<file path="src/rtl/slot_ctl_pkg.sv">
// Shared definitions for the slot controller: slot FSM encodings, register
// offsets and CTRL/STATUS bit positions.
package slot_ctl_pkg;

    typedef enum logic [1:0] {
        ST_RUN  = 2'b00,
        ST_KILL = 2'b01,
        ST_HOLD = 2'b10
    } slot_state_e;

    localparam logic [15:0] CTRL_OFS   = 16'd0;
    localparam logic [15:0] STATUS_OFS = 16'd1;
    localparam logic [15:0] KICK_OFS   = 16'd2;

    // CTRL: one bit per slot 1..3 in each field
    localparam int CTRL_KILL_LSB = 1;
    localparam int CTRL_HOLD_LSB = 5;
    localparam int CTRL_REL_LSB  = 9;
    localparam int CTRL_CLR_BIT  = 12;

    localparam int STAT_EXP_LSB  = 9;
    localparam int STAT_ILL_BIT  = 15;

endpackage

</file>
<file path="src/rtl/slot_fsm.sv">
// Per-slot kill/hold sequencer with optional watchdog (SLOT_CTL_WDOG_EN).
//   state | meaning
//   RUN   | slot executes normally
//   KILL  | kill request asserted, down-counter running
//   HOLD  | kill request held until released by slot 0
module slot_fsm
    import slot_ctl_pkg::*;
#(
    parameter int          KILL_CLKS  = 8,
    parameter logic [15:0] WDOG_LIMIT = 16'hFFFF
) (
    input  logic        clk,
    input  logic        reset,
    input  logic        kill,
    input  logic        hold,
    input  logic        rel,
`ifdef SLOT_CTL_WDOG_EN
    input  logic        turn,
    input  logic        kick,
`endif
    output slot_state_e state,
    output logic        kill_rq,
    output logic        expire
);

    localparam int KCW = (KILL_CLKS > 2) ? $clog2(KILL_CLKS) : 1;
    localparam logic [KCW-1:0] KILL_LOAD = KCW'(KILL_CLKS - 1);

    slot_state_e    state_n;
    logic [KCW-1:0] cnt, cnt_n;
    logic           hold_q, hold_n;
    logic           wd_fire;
    logic           kill_any;

`ifdef SLOT_CTL_WDOG_EN
    logic [15:0] wd_cnt;

    assign wd_fire = turn && !kick && (state == ST_RUN) && (wd_cnt == WDOG_LIMIT - 16'd1);

    // Turn counter only accumulates while the slot is running
    always_ff @(posedge clk) begin
        if (reset)
            wd_cnt <= '0;
        else if (kick || wd_fire || state_n != ST_RUN)
            wd_cnt <= '0;
        else if (turn)
            wd_cnt <= wd_cnt + 16'd1;
    end
`else
    logic unused_wdog;
    assign unused_wdog = (WDOG_LIMIT == 16'd0);
    assign wd_fire = 1'b0;
`endif

    assign kill_any = kill || wd_fire;
    assign expire   = wd_fire;

    always_comb begin
        state_n = state;
        cnt_n   = cnt;
        hold_n  = hold_q;
        case (state)
            ST_RUN: begin
                if (kill_any) begin
                    state_n = ST_KILL;
                    cnt_n   = KILL_LOAD;
                    hold_n  = kill && hold;
                end
            end
            ST_KILL: begin
                if (kill) begin
                    cnt_n  = KILL_LOAD;
                    hold_n = hold;
                end else if (cnt == '0) begin
                    state_n = hold_q ? ST_HOLD : ST_RUN;
                end else begin
                    cnt_n = cnt - 1'b1;
                end
            end
            ST_HOLD: begin
                if (kill) begin
                    state_n = ST_KILL;
                    cnt_n   = KILL_LOAD;
                    hold_n  = hold;
                end else if (rel) begin
                    state_n = ST_RUN;
                end
            end
            default: begin
                state_n = ST_RUN;
                cnt_n   = '0;
                hold_n  = 1'b0;
            end
        endcase
    end

    always_ff @(posedge clk) begin
        if (reset) begin
            state   <= ST_RUN;
            cnt     <= '0;
            hold_q  <= 1'b0;
            kill_rq <= 1'b0;
        end else begin
            state   <= state_n;
            cnt     <= cnt_n;
            hold_q  <= hold_n;
            kill_rq <= (state_n != ST_RUN);
        end
    end

endmodule

</file>
<file path="src/rtl/slot_ctl.sv">
// Slot kill/hold controller: CTRL/STATUS/KICK register decode, sticky flags,
// three slot_fsm instances. Watchdog enabled by SLOT_CTL_WDOG_EN.
module slot_ctl
    import slot_ctl_pkg::*;
#(
    parameter logic [15:0] IO_BASE    = 16'h0040,
    parameter int          KILL_CLKS  = 8,
    parameter logic [15:0] WDOG_LIMIT = 16'hFFFF
) (
    input  logic        clk,
    input  logic        reset,
    input  logic        io_wr,
    input  logic        io_rd,
    input  logic [1:0]  io_slot,
    input  logic [15:0] mem_addr,
    input  logic [15:0] dout,
    output logic [15:0] rd_data,
    output logic [3:0]  kill_slot_rq
);

    localparam logic [15:0] CTRL_ADDR   = IO_BASE + CTRL_OFS;
    localparam logic [15:0] STATUS_ADDR = IO_BASE + STATUS_OFS;

    logic        ctrl_hit, ctrl_ok, ill_set, clr;
    logic        ill_q;
    logic [3:1]  exp_q, exp_p, krq;
    logic [15:0] status;
    slot_state_e st [1:3];

    assign ctrl_hit = io_wr && (mem_addr == CTRL_ADDR);
    assign ctrl_ok  = ctrl_hit && (io_slot == 2'd0);
    assign ill_set  = ctrl_hit && (io_slot != 2'd0);
    assign clr      = ctrl_ok && dout[CTRL_CLR_BIT];

`ifdef SLOT_CTL_WDOG_EN
    localparam logic [15:0] KICK_ADDR = IO_BASE + KICK_OFS;
    logic kick_hit;
    assign kick_hit = io_wr && (mem_addr == KICK_ADDR);
`endif

    for (genvar g = 1; g <= 3; g++) begin : g_slot
        slot_fsm #(
            .KILL_CLKS  (KILL_CLKS),
            .WDOG_LIMIT (WDOG_LIMIT)
        ) u_fsm (
            .clk     (clk),
            .reset   (reset),
            .kill    (ctrl_ok && dout[CTRL_KILL_LSB + g - 1]),
            .hold    (dout[CTRL_HOLD_LSB + g - 1]),
            .rel     (ctrl_ok && dout[CTRL_REL_LSB + g - 1]),
`ifdef SLOT_CTL_WDOG_EN
            .turn    (io_slot == 2'(g)),
            .kick    (kick_hit && (io_slot == 2'(g))),
`endif
            .state   (st[g]),
            .kill_rq (krq[g]),
            .expire  (exp_p[g])
        );
    end

    // A new event on the same edge as a clear leaves its flag set
    always_ff @(posedge clk) begin
        if (reset) begin
            ill_q <= 1'b0;
            exp_q <= '0;
        end else begin
            ill_q <= ill_set | (ill_q & ~clr);
            exp_q <= exp_p | (exp_q & {3{~clr}});
        end
    end

    always_comb begin
        status = '0;
        for (int i = 1; i <= 3; i++)
            status[2*i +: 2] = st[i];
        status[STAT_EXP_LSB +: 3] = exp_q;
        status[STAT_ILL_BIT]      = ill_q;
    end

    assign rd_data      = (io_rd && (mem_addr == STATUS_ADDR)) ? status : 16'h0000;
    assign kill_slot_rq = {krq, 1'b0};

    logic unused_dout;
    assign unused_dout = &{1'b0, dout[0], dout[4], dout[8], dout[15:13]};

endmodule

</file>
<file path="config.mk">
export PLATFORM = sky130hd
export DESIGN_NAME = slot_ctl
export DESIGN_NICKNAME = d
export VERILOG_FILES = /design/src/rtl/slot_ctl_pkg.sv /design/src/rtl/slot_fsm.sv /design/src/rtl/slot_ctl.sv
export SDC_FILE = /design/constraint.sdc
export NUM_CORES = 1
export LEC_CHECK = 0
export BUFFER_PORTS_ARGS = -buffer_cell sky130_fd_sc_hd__buf_2
export CORE_MARGIN = 2
export CORE_UTILIZATION = 34
export DETAILED_ROUTE_END_ITERATION = 12
export SLEW_MARGIN = 20
export SYNTH_ARGS = -nofsm -noshare
export SYNTH_HDL_FRONTEND = slang
export SYNTH_SLANG_ARGS = --single-unit
export TNS_END_PERCENT = 5
</file>
<file path="constraint.sdc">
create_clock -name clk -period 1.7 [get_ports clk]
set_input_delay 0 -clock clk [delete_from_list [all_inputs] [get_ports clk]]
set_output_delay 0 -clock clk [all_outputs]
set_load 0.1 [all_outputs]
</file>
==> results of run 1 <==
[routing by layer]
layer  share of wire, %  track usage (%)  vias up
li1                   -                -      955
met1                 48             20.0      837
met2                 46             26.0       67
met3                5.9             1.84        2
met4               0.76             4.21        0
met5                  0                0        -
[repair_timing]
item                       CTS  global route
setup endpoints to repair    0             9
gates resized for setup      0             9
buffers inserted             0             0
hold endpoints to repair     0             0
[final cells by class]
class / count / area, um^2
flip-flops and latches: 25 / 502
multi-input cells: 185 / 1250
well taps: 72 / 90.1
inverters: 16 / 60.1
fillers: 539 / 2960
clock buffers: 4 / 45.0
repair buffers: 64 / 533
[cell usage after synthesis (2+ instances only)]
master     count  share of area (%)
a211oi_1       2               0.79
a21o_1         2               0.79
a21oi_1        8                2.1
a31oi_1       14                4.6
and2_1        13                4.3
and3_1         4                1.3
and4_1         2               0.93
buf_2          3               0.79
buf_4         12                4.8
clkbuf_1       5               0.99
dfxtp_1       25                 27
ha_1          18                 12
inv_1         16                3.2
mux2i_1        4                2.1
nand2_1       15                3.0
nand2b_1       4                1.3
nand3_1        8                2.1
nand3b_1       2               0.79
nand4_1        5                1.7
nor2_1        15                3.0
nor2b_1        7                2.3
nor3_1         9                2.4
nor4_1         2               0.66
nor4_2         2                1.3
o211ai_1      11                4.4
o21ai_0       15                4.0
o2bb2ai_1      2               0.93
o32ai_1        2               0.93
or2_2          4                1.3
[registers in the layout (all words and copies together), names as in the netlist]
| signal | flops |
|---|---|
| g_slot.u_fsm.state | 6 |
| exp_q | 3 |
| g_slot.u_fsm.cnt | 9 |
| g_slot.u_fsm.hold_q | 3 |
| ill_q | 1 |
| g_slot.u_fsm.kill_rq | 3 |
[power groups by stage]
| stage | clock network (W) | logic [W] | registers, W |
|---|---|---|---|
| after detailed placement | 0 | 0.000159 | 0.000599 |
| after floorplan | 0 | 0.000111 | 0.000599 |
| after CTS | 0.000376 | 0.000159 | 0.000585 |
| after global routing | 0.000404 | 0.000171 | 0.000585 |
| final | 0.000369 | 0.000160 | 0.000585 |
| after global placement | 0 | 0.000158 | 0.000599 |
[stage by stage]
stage               total power [W]  utilization [%]  hold slack (ns)  cell area, um^2  worst slack (ns)
global placement           0.000756             44.3            0.291             2410             0.101
global route                0.00116             45.5           0.0315             2480           0.00124
detailed placement         0.000758             44.3            0.293             2410            0.0690
finish                      0.00111             45.5          0.00387             2480             0.125
CTS                         0.00112             45.2          0.00208             2460            0.0433
floorplan                  0.000710                -            0.165             1910           -0.0181
[layout by cell type (no fill, tap or decap), types with 9 or more instances in the layout]
cell type	count
buf_2	34
dfxtp_1	24
buf_4	19
ha_1	17
inv_1	16
nand2_1	15
nor2_1	14
a31oi_1	14
and2_1	12
o21ai_0	12
o211ai_1	11
buf_12	11
nor3_1	9
[critical path: stages (launching register included)]
cell	delay [ns]
dfxtp_1	0.33
buf_4	0.15
ha_1	0.26
or2_2	0.34
a311o_1	0.35
o211ai_1	0.08
[cell families after synthesis]
| group | share of synthesized area [%] |
|---|---|
| buf+inv | 9.74 |
| compound gates | 21.5 |
| flops | 26.5 |
| other cells | 0.199 |
| fa+ha+maj | 11.9 |
| mux | 2.12 |
| simple gates | 28.0 |
[how the worst max path moves through the flow]
| stage | endpoint | depth (start not counted) | startpoint |
|---|---|---|---|
| 2_1_floorplan | rd_data[11] | 6 | mem_addr[9] |
| 3_3_place_gp | g_slot[3].u_fsm.cnt[2] | 7 | g_slot[3].u_fsm.state[1] |
| 3_5_place_dp | g_slot[3].u_fsm.cnt[2] | 7 | g_slot[3].u_fsm.state[1] |
| 4_1_cts | g_slot[3].u_fsm.cnt[2] | 7 | g_slot[3].u_fsm.state[1] |
| 5_1_grt | g_slot[2].u_fsm.cnt[1] | 7 | g_slot[2].u_fsm.state[0] |
| 6_report | g_slot[3].u_fsm.kill_rq | 5 | g_slot[3].u_fsm.state[0] |
==> results.toml, run 1 <==
[worst_setup_path]
worst_ep_arrival_time_ns = 1.78
timing.rr.end = "g_slot[3].u_fsm.kill_rq"
r2r-start = "g_slot[3].u_fsm.state[0]"
critical_path_class = "reg2reg"
path_max_fanout = 4
startpoint_type = "flip-flop"
required_worst_endpoint_ns = 1.90
reg2regPathDepth = 5
setup.reg_to_reg.worst_slack_ns = 0.13
timing.critical_path.to_type = "flip-flop"

[clock_tree]
numClockSinks = 25
htree_num_levels = 1
cts_root_buf = "clkbuf_8"
holdBufCountCts = 0
clk_pin_slew_ns = 0.09
insertion_delay_ns = 0.27
numCtsBuffers = 3
tritoncts = "yes"
ctsLongestPathBuffers = 2

[grt]
groute.usage.overall_pct = 15.2
first_global_vias = 1774
grt.overflow.total = 0
grt_max_degree = 16
global_route_wire_length_before_repair_um = 7760
grt_antenna_before_repair = 0

[synth]
synth.distinct_cells = 38
synth-seq-area-share_pct = 26.5
synth_seq_cells = 25
synth_area_per_cell_um2 = 7.87
synth_edf_count = 0
synthArstFlopShare_pct = 0
synthFlopType = "dfxtp_1"
gate_count_of_the_mapped_netlist = 240
ys_warn_count = 0
synth.cell_area_mm2 = 0.00189

[timing]
setup-violations-final = 0
timing.setup.tns_ns = 0
timing.final.max_slew_violations = 0
clock.fmax_mhz = 635
time_the_worst_path_needs_with_i_o_delays_and_setup_ns = 1.57
timing.final.crit_share_pct = 92.6
final.setup_skew_ns = 0.00229
rsz_0062_raised_after_global_routing = "no"
final_hold_violating_endpoints = 0

[power]
switching_share_pct = 28.5
power_leakage_nw = 1.02
power.share.combinational_pct = 14.4
cellPowerDensity_mw_per_mm2 = 450
cellInternalPower_w = 0.000796
share_clk_of_total_power_pct = 33.1
seqPwrFrac_pct = 52.5
switching_power_w = 0.000318
ir_worst_vdd_v = 0.000272

[floorplanning]
num_io_pins = 58
core_mm2 = 0.00544
floorplan.initialDensity_pct = 34.7
fp.dieW_um = 78.5
num_rows = 27
fp.dieH_um = 78.5
dieArea_mm2 = 0.00617

[layout]
syn_to_final_growth_pct = 31.1
layout-drive-gt1-share_pct = 28.2
finish.net_count = 351
insertedDiodeCount = 0
count_of_non_filler_cells_in_the_finished_layout = 366

[hold_path]
timing.hold.worst_path_depth = 3
hold_start = "dout[7]"
timing.hold.worst_endpoint = "g_slot[3].u_fsm.hold_q"
worst_hold_path_type = "in2reg"

[drt]
route.detailed.drc = 0
dr.first_iter.drc_count = 120
number_of_detailed_routing_iterations_run_before_antenna_repair = 4
routed_wl_um = 4470
route.detailed.wl_per_inst_um = 12.2
route.vias.total = 1861
vias_per_cell = 5.08
ant_nets = 0

[placed_design]
globalplace.congestion = 0.843
place.detailed.hpwl_um = 3550
dp.cells = 362
io_buffer_count = 44

[outcome]
outcome = "finished, final reports clean"

[run]
drv_cap = 0
(Power assumes the default switching activity.)
==> inputs of run 2 (changes only) <==
Settings changed: ABC_AREA from default to 1.
==> run 2 against run 1 <==
Against the previous run: combinational power down 6%; non-clock buffer count is 11 lower; via count increased by 1.2%; flip-flop and latch count did not move; fmax is 0.11% higher; hold slack better by 0.0034 ns; sequential share of layout area fell by 0.39 points; synthesized cell count is 27% higher; routed wire length is 3.6% lower; die area up 5.8%; critical path type unchanged; largest cell class unchanged.
==> results.toml, run 2 <==
[layout]
final_core_util_pct = 45.1
leading_cell_types_in_the_layout_fill_and_taps_excluded = "nand2_1 (83), inv_1 (51), nor2_1 (34), buf_2 (34), dfxtp_1 (23)"
insertedDiodeCount = 0
number_of_filler_cells_placed_in_the_layout = 604
largest_register_ffs = 9
final_area_mm2 = 0.00253
layout.cells.most_common = "nand2_1"
top_register = "g_slot.u_fsm.cnt"
biggestRegsByFlops = "g_slot.u_fsm.cnt: 9 flops, g_slot.u_fsm.state: 6 flops"
syn_to_final_growth_pct = 26.4
finish.net_count = 413
layout-drive-gt1-share_pct = 26.7

[synth]
synthFlopType = "dfxtp_1"
post_synth_most_frequent_cells = "nand2_1 (83), inv_1 (51), nor2_1 (37), dfxtp_1 (25), ha_1 (18)"
synth.area.top_cells = "dfxtp_1 (25%), nand2_1 (16%), ha_1 (11%)"
gate_count_of_the_mapped_netlist = 305
synth-seq-area-share_pct = 25.0
synth_top_area_cell = "dfxtp_1"
synthArstFlopShare_pct = 0
yosysMostFrequentCell = "nand2_1"
synth.cell_area_mm2 = 0.00200
synth_seq_cells = 25
ys_warn_count = 0
yosys.area.top_type_share_pct = 25.0
synth_edf_count = 0
synth_area_per_cell_um2 = 6.57
synth.distinct_cells = 26

[worst_setup_path]
cpPeakStageDelay_ns = 0.32
required_worst_endpoint_ns = 1.91
worst_path_cell_with_the_longest_stage_delay = "dfxtp_1"
path_max_fanout = 3
worst_ep_arrival_time_ns = 1.78
startpoint_type = "flip-flop"
timing.critical_path.to_type = "flip-flop"
critical_path.cell_chain = "inv_1 > ha_1 > inv_1 > nor2_1 > inv_1 > nor2_1 > o21ai_2 > or2_2 > a21oi_2"
critical_path_class = "reg2reg"
cpMostUsedCell = "inv_1"

[drt]
route.vias.total = 1884
vias_per_cell = 4.40
route.detailed.wl_per_inst_um = 10.1
route.detailed.drc = 0
routed_wl_um = 4310
number_of_detailed_routing_iterations_run_before_antenna_repair = 4
dr.first_iter.drc_count = 67
ant_nets = 0

[clock_tree]
insertion_delay_ns = 0.27
postCtsSetupBuffers = 0
htree_num_levels = 1
ctsLongestPathBuffers = 2
clk_pin_slew_ns = 0.09
tritoncts = "yes"
cts_root_buf = "clkbuf_8"
numClockSinks = 25
numCtsBuffers = 3

[floorplanning]
floorplan.initialDensity_pct = 35.7
core_mm2 = 0.00561
dieArea_mm2 = 0.00652
num_rows = 27
fp.dieH_um = 80.8
num_io_pins = 58
fp.dieW_um = 80.8

[power]
cellPowerDensity_mw_per_mm2 = 435
total_power_w = 0.00110
power_leakage_nw = 1.10
ir_worst_vdd_v = 0.000286

[grt]
first_global_vias = 1810
groute.usage.overall_pct = 14.4
grt_max_degree = 18
grt_antenna_before_repair = 0
global_route_wire_length_before_repair_um = 7570
grt.overflow.total = 0

[timing]
clock.fmax_mhz = 636
timing.final.max_slew_violations = 0
final_hold_violating_endpoints = 0
time_the_worst_path_needs_with_i_o_delays_and_setup_ns = 1.57
timing.final.crit_share_pct = 92.5
rsz_0062_raised_after_global_routing = "no"
final.setup_skew_ns = 0.00172
setup-violations-final = 0
finalWorstSetupSlack_ns = 0.127

[placed_design]
place.detailed.hpwl_um = 3520
io_buffer_count = 44
dp_slack_ns = 0.142
globalplace.congestion = 0.850
detailed_place.area_mm2 = 0.00246

[run]
drv_cap = 0

[hold_path]
worst_hold_path_type = "in2reg"

[outcome]
outcome = "finished, final reports clean"
-- run 2: cell count changes after synthesis, sizes merged, moves of 14 or more --
cell | before | now
and2 | 14 | 0
nor2 | 15 | 45
a31oi | 14 | 0
inv | 16 | 51
nand2 | 15 | 85
-- run 2: repair_timing --
item                                   CTS  global route
resized for setup                        0             5
setup endpoints to repair                0             3
endpoints found under the hold margin    2             0
hold buffers                             2             0
-- run 2: final timing paths --
kind	slack, ns	startpoint	end	depth (start not counted)
setup reg to reg	0.13	g_slot[3].u_fsm.cnt[0]	g_slot[3].u_fsm.cnt[0]	9
hold reg to reg	0.45	exp_q[1]	exp_q[1]	2
setup / recovery	0.13	g_slot[3].u_fsm.cnt[0]	g_slot[3].u_fsm.cnt[0]	9
hold / removal	0.007	dout[5]	g_slot[1].u_fsm.hold_q	3
-- run 2: critical path, delay by kind of cell, from the launching register on --
kind                     cells  cell delay [ns]
buffers and inverters        3             0.21
flip-flops                   1             0.32
AO/OA/AOI/OAI                2             0.20
AND/OR/NAND/NOR              3             0.61
adder cells (fa/ha/maj)      1             0.16
-- run 2: cells by family (layout without fill, tap and decap cells) --
family | count (synthesis) | in the layout | synth area share (%)
flip-flops | 25 | 25 | 25.0
buffers and inverters | 66 | 111 | 14.2
AO/OA/AOI/OAI | 33 | 33 | 11.1
XOR/XNOR | 3 | 3 | 1.31
AND/OR/NAND/NOR | 159 | 159 | 36.9
other | 1 | 7 | 0.187
adder cells (fa/ha/maj) | 18 | 18 | 11.2
-- run 2: power by group --
group          leakage (nW)   switching (W)  internal [W]  total, W
Clock                0.0228        0.000198      0.000168  0.000366
Sequential            0.202  0.000000000899      0.000585  0.000585
Combinational         0.878        0.000114     0.0000369  0.000151
-- run 2: routing by layer --
| layer | vias to the layer above | share of wire (%) | global-route usage [%] |
|---|---|---|---|
| li1 | 1015 | - | - |
| met1 | 839 | 48 | 17.5 |
| met5 | - | 0 | 0 |
| met3 | 2 | 3.1 | 3.22 |
| met2 | 28 | 49 | 26.0 |
| met4 | 0 | 0.35 | 3.39 |
-- run 2: final cells by class --
class                           count  area (um^2)  share of cell area, %
Clock buffer                        4         45.0                   1.78
Inverter                           54          203                   8.01
Multi-Input combinational cell    220         1250                   49.3
Sequential cell                    25          503                   19.9
Tap cell                           72         90.1                   3.56
Timing Repair Buffer               53          443                   17.5
-- run 2: stage by stage --
step                cells  TNS (ns)  hold WS [ns]
finish                428         0       0.00732
global route          428         0        0.0212
CTS                   428         0       0.00292
detailed placement    422         0         0.284
global placement      422         0         0.283
floorplan             311     -2.68         0.158
==> inputs of run 3 (changes only) <==
Settings changed: BUFFER_PORTS_ARGS -buffer_cell sky130_fd_sc_hd__buf_2 to default, DONT_BUFFER_PORTS from default to 1, HOLD_SLACK_MARGIN from default to 0.15.
==> run 3 against run 2 <==
Against the previous run: sequential share of layout area fell by 0.18 points; highest routed layer unchanged; critical path type unchanged; clock skew fell by 0.00057 ns; routed wire length is 0.97% higher; power shrank 1.3%; worst setup slack worse by 0.021 ns; fmax decreased by 1.3%; count of clock-buffer cells in the layout unchanged; cell count down 4.0%; critical path depth shrank 2.
==> results.toml, run 3 (synthesized netlist as in run 2, its figures left out) <==
[placed_design]
detailed_place.area_mm2 = 0.00234
globalplace.congestion = 0.869
io_buffer_count = 0
place.detailed.hpwl_um = 3400

[timing]
rsz_0062_raised_after_global_routing = "no"
hold_slack_ns = 0.164
timing.final.max_slew_violations = 0
final_hold_violating_endpoints = 0
worst-slew-pin-transition_ns = 0.925
timing.final.crit_share_pct = 93.8
clock.fmax_mhz = 627
worst_slew_margin_rel_pct = 38.1
time_the_worst_path_needs_with_i_o_delays_and_setup_ns = 1.59
final.setup_skew_ns = 0.00115
setup-violations-final = 0

[clock_tree]
numCtsBuffers = 3
tritoncts = "yes"
ctsLongestPathBuffers = 2
cts_root_buf = "clkbuf_8"
clk_pin_slew_ns = 0.09
numClockSinks = 25
htree_num_levels = 1
insertion_delay_ns = 0.27

[layout]
largest_register_ffs = 9
layout-drive-gt1-share_pct = 21.2
finish.net_count = 396
biggestRegsByFlops = "g_slot.u_fsm.cnt: 9 flops, g_slot.u_fsm.state: 6 flops"
leading_cell_types_in_the_layout_fill_and_taps_excluded = "nand2_1 (83), inv_1 (51), nor2_1 (25), dfxtp_1 (25), ha_1 (18)"
top_register = "g_slot.u_fsm.cnt"
final_core_util_pct = 45.3
syn_to_final_growth_pct = 26.9
final_area_mm2 = 0.00254
insertedDiodeCount = 0
layout.cells.most_common = "nand2_1"

[power]
power_leakage_nw = 1.04
switching_power_w = 0.000306
seqPwrFrac_pct = 53.8
total_power_w = 0.00109
share_clk_of_total_power_pct = 33.7
power.share.combinational_pct = 12.4
switching_share_pct = 28.2
cellPowerDensity_mw_per_mm2 = 428
cellInternalPower_w = 0.000781
ir_worst_vdd_v = 0.000306

[worst_setup_path]
critical_path_class = "reg2reg"
path_max_fanout = 6
timing.critical_path.to_type = "flip-flop"
cp-startpoint = "g_slot[1].u_fsm.state[1]"
worst_ep_arrival_time_ns = 1.80
startpoint_type = "flip-flop"
r2r-start = "g_slot[1].u_fsm.state[1]"
required_worst_endpoint_ns = 1.90

[hold_path]
hold_start = "mem_addr[0]"
worst_hold_path_type = "in2reg"

[drt]
vias_per_cell = 4.48
route.detailed.drc = 0
route.vias.total = 1841
routed_wl_um = 4350
number_of_detailed_routing_iterations_run_before_antenna_repair = 4
route.detailed.wl_per_inst_um = 10.6
ant_nets = 0
dr.first_iter.drc_count = 50

[grt]
first_global_vias = 1772
grt_max_degree = 18
global_route_wire_length_before_repair_um = 7590
grt.overflow.total = 0
groute.usage.overall_pct = 14.7
grt_antenna_before_repair = 0

[run]
drv_cap = 0

[outcome]
outcome = "finished, final reports clean"

[floorplanning]
num_io_pins = 58
floorplan.initialDensity_pct = 35.7
num_rows = 27
core_mm2 = 0.00561
fp.dieW_um = 80.8
dieArea_mm2 = 0.00652
fp.dieH_um = 80.8
==> run 3: routing by layer <==
metal  wire length (um)  vias up  track usage, %  part of all wire [%]
met4                 80        0            4.75                   1.8
met1               1970      822            18.4                    45
met5                  0        -               0                     0
met2               2120       33            25.0                    49
met3                186        6            3.56                   4.3
li1                   -      980               -                     -
==> run 3: power by group through the flow <==
stage | Sequential [W] | Combinational [W] | Clock, W
floorplan | 0.000599 | 0.000113 | 0
global placement | 0.000599 | 0.0000971 | 0
detailed placement | 0.000599 | 0.0000980 | 0
CTS | 0.000585 | 0.000135 | 0.000385
global route | 0.000585 | 0.000143 | 0.000396
finish | 0.000585 | 0.000135 | 0.000367
==> run 3: layout make-up <==
class | instances | area, um^2
Timing Repair Buffer | 36 | 433
Fill cell | 619 | 3070
Clock buffer | 4 | 45.0
Multi-Input combinational cell | 220 | 1270
Sequential cell | 25 | 500
Tap cell | 72 | 90.1
Inverter | 54 | 203
==> run 3: final timing paths <==
kind / to / cells past startpoint / slack (ns)
worst max-delay path: g_slot[1].u_fsm.cnt[1] / 7 / 0.11
worst min-delay path: g_slot[3].u_fsm.hold_q / 5 / 0.16
worst max register to register: g_slot[1].u_fsm.cnt[1] / 7 / 0.11
worst min register to register: exp_q[2] / 2 / 0.47
==> run 3: stage by stage <==
step | cells | setup TNS (ns) | setup WS, ns
detailed placement | 392 | 0 | 0.147
finish | 411 | 0 | 0.106
global route | 411 | 0 | 0.00906
global placement | 392 | 0 | 0.180
CTS | 411 | 0 | 0.105
floorplan | 311 | -2.68 | -0.268
==> run 3: repair_timing <==
item | in CTS | in global routing
hold endpoints to repair | 25 | 0
resized for setup | 0 | 2
setup buffers | 0 | 0
setup endpoints to repair | 0 | 4
hold buffers | 15 | 0
==> run 3: critical path: stages, from the launching register on <==
cell	delay, ns
dfxtp_1	0.35
inv_1	0.16
ha_1	0.28
inv_1	0.06
nor2_1	0.17
o21ai_2	0.09
or2_2	0.28
a21oi_2	0.13
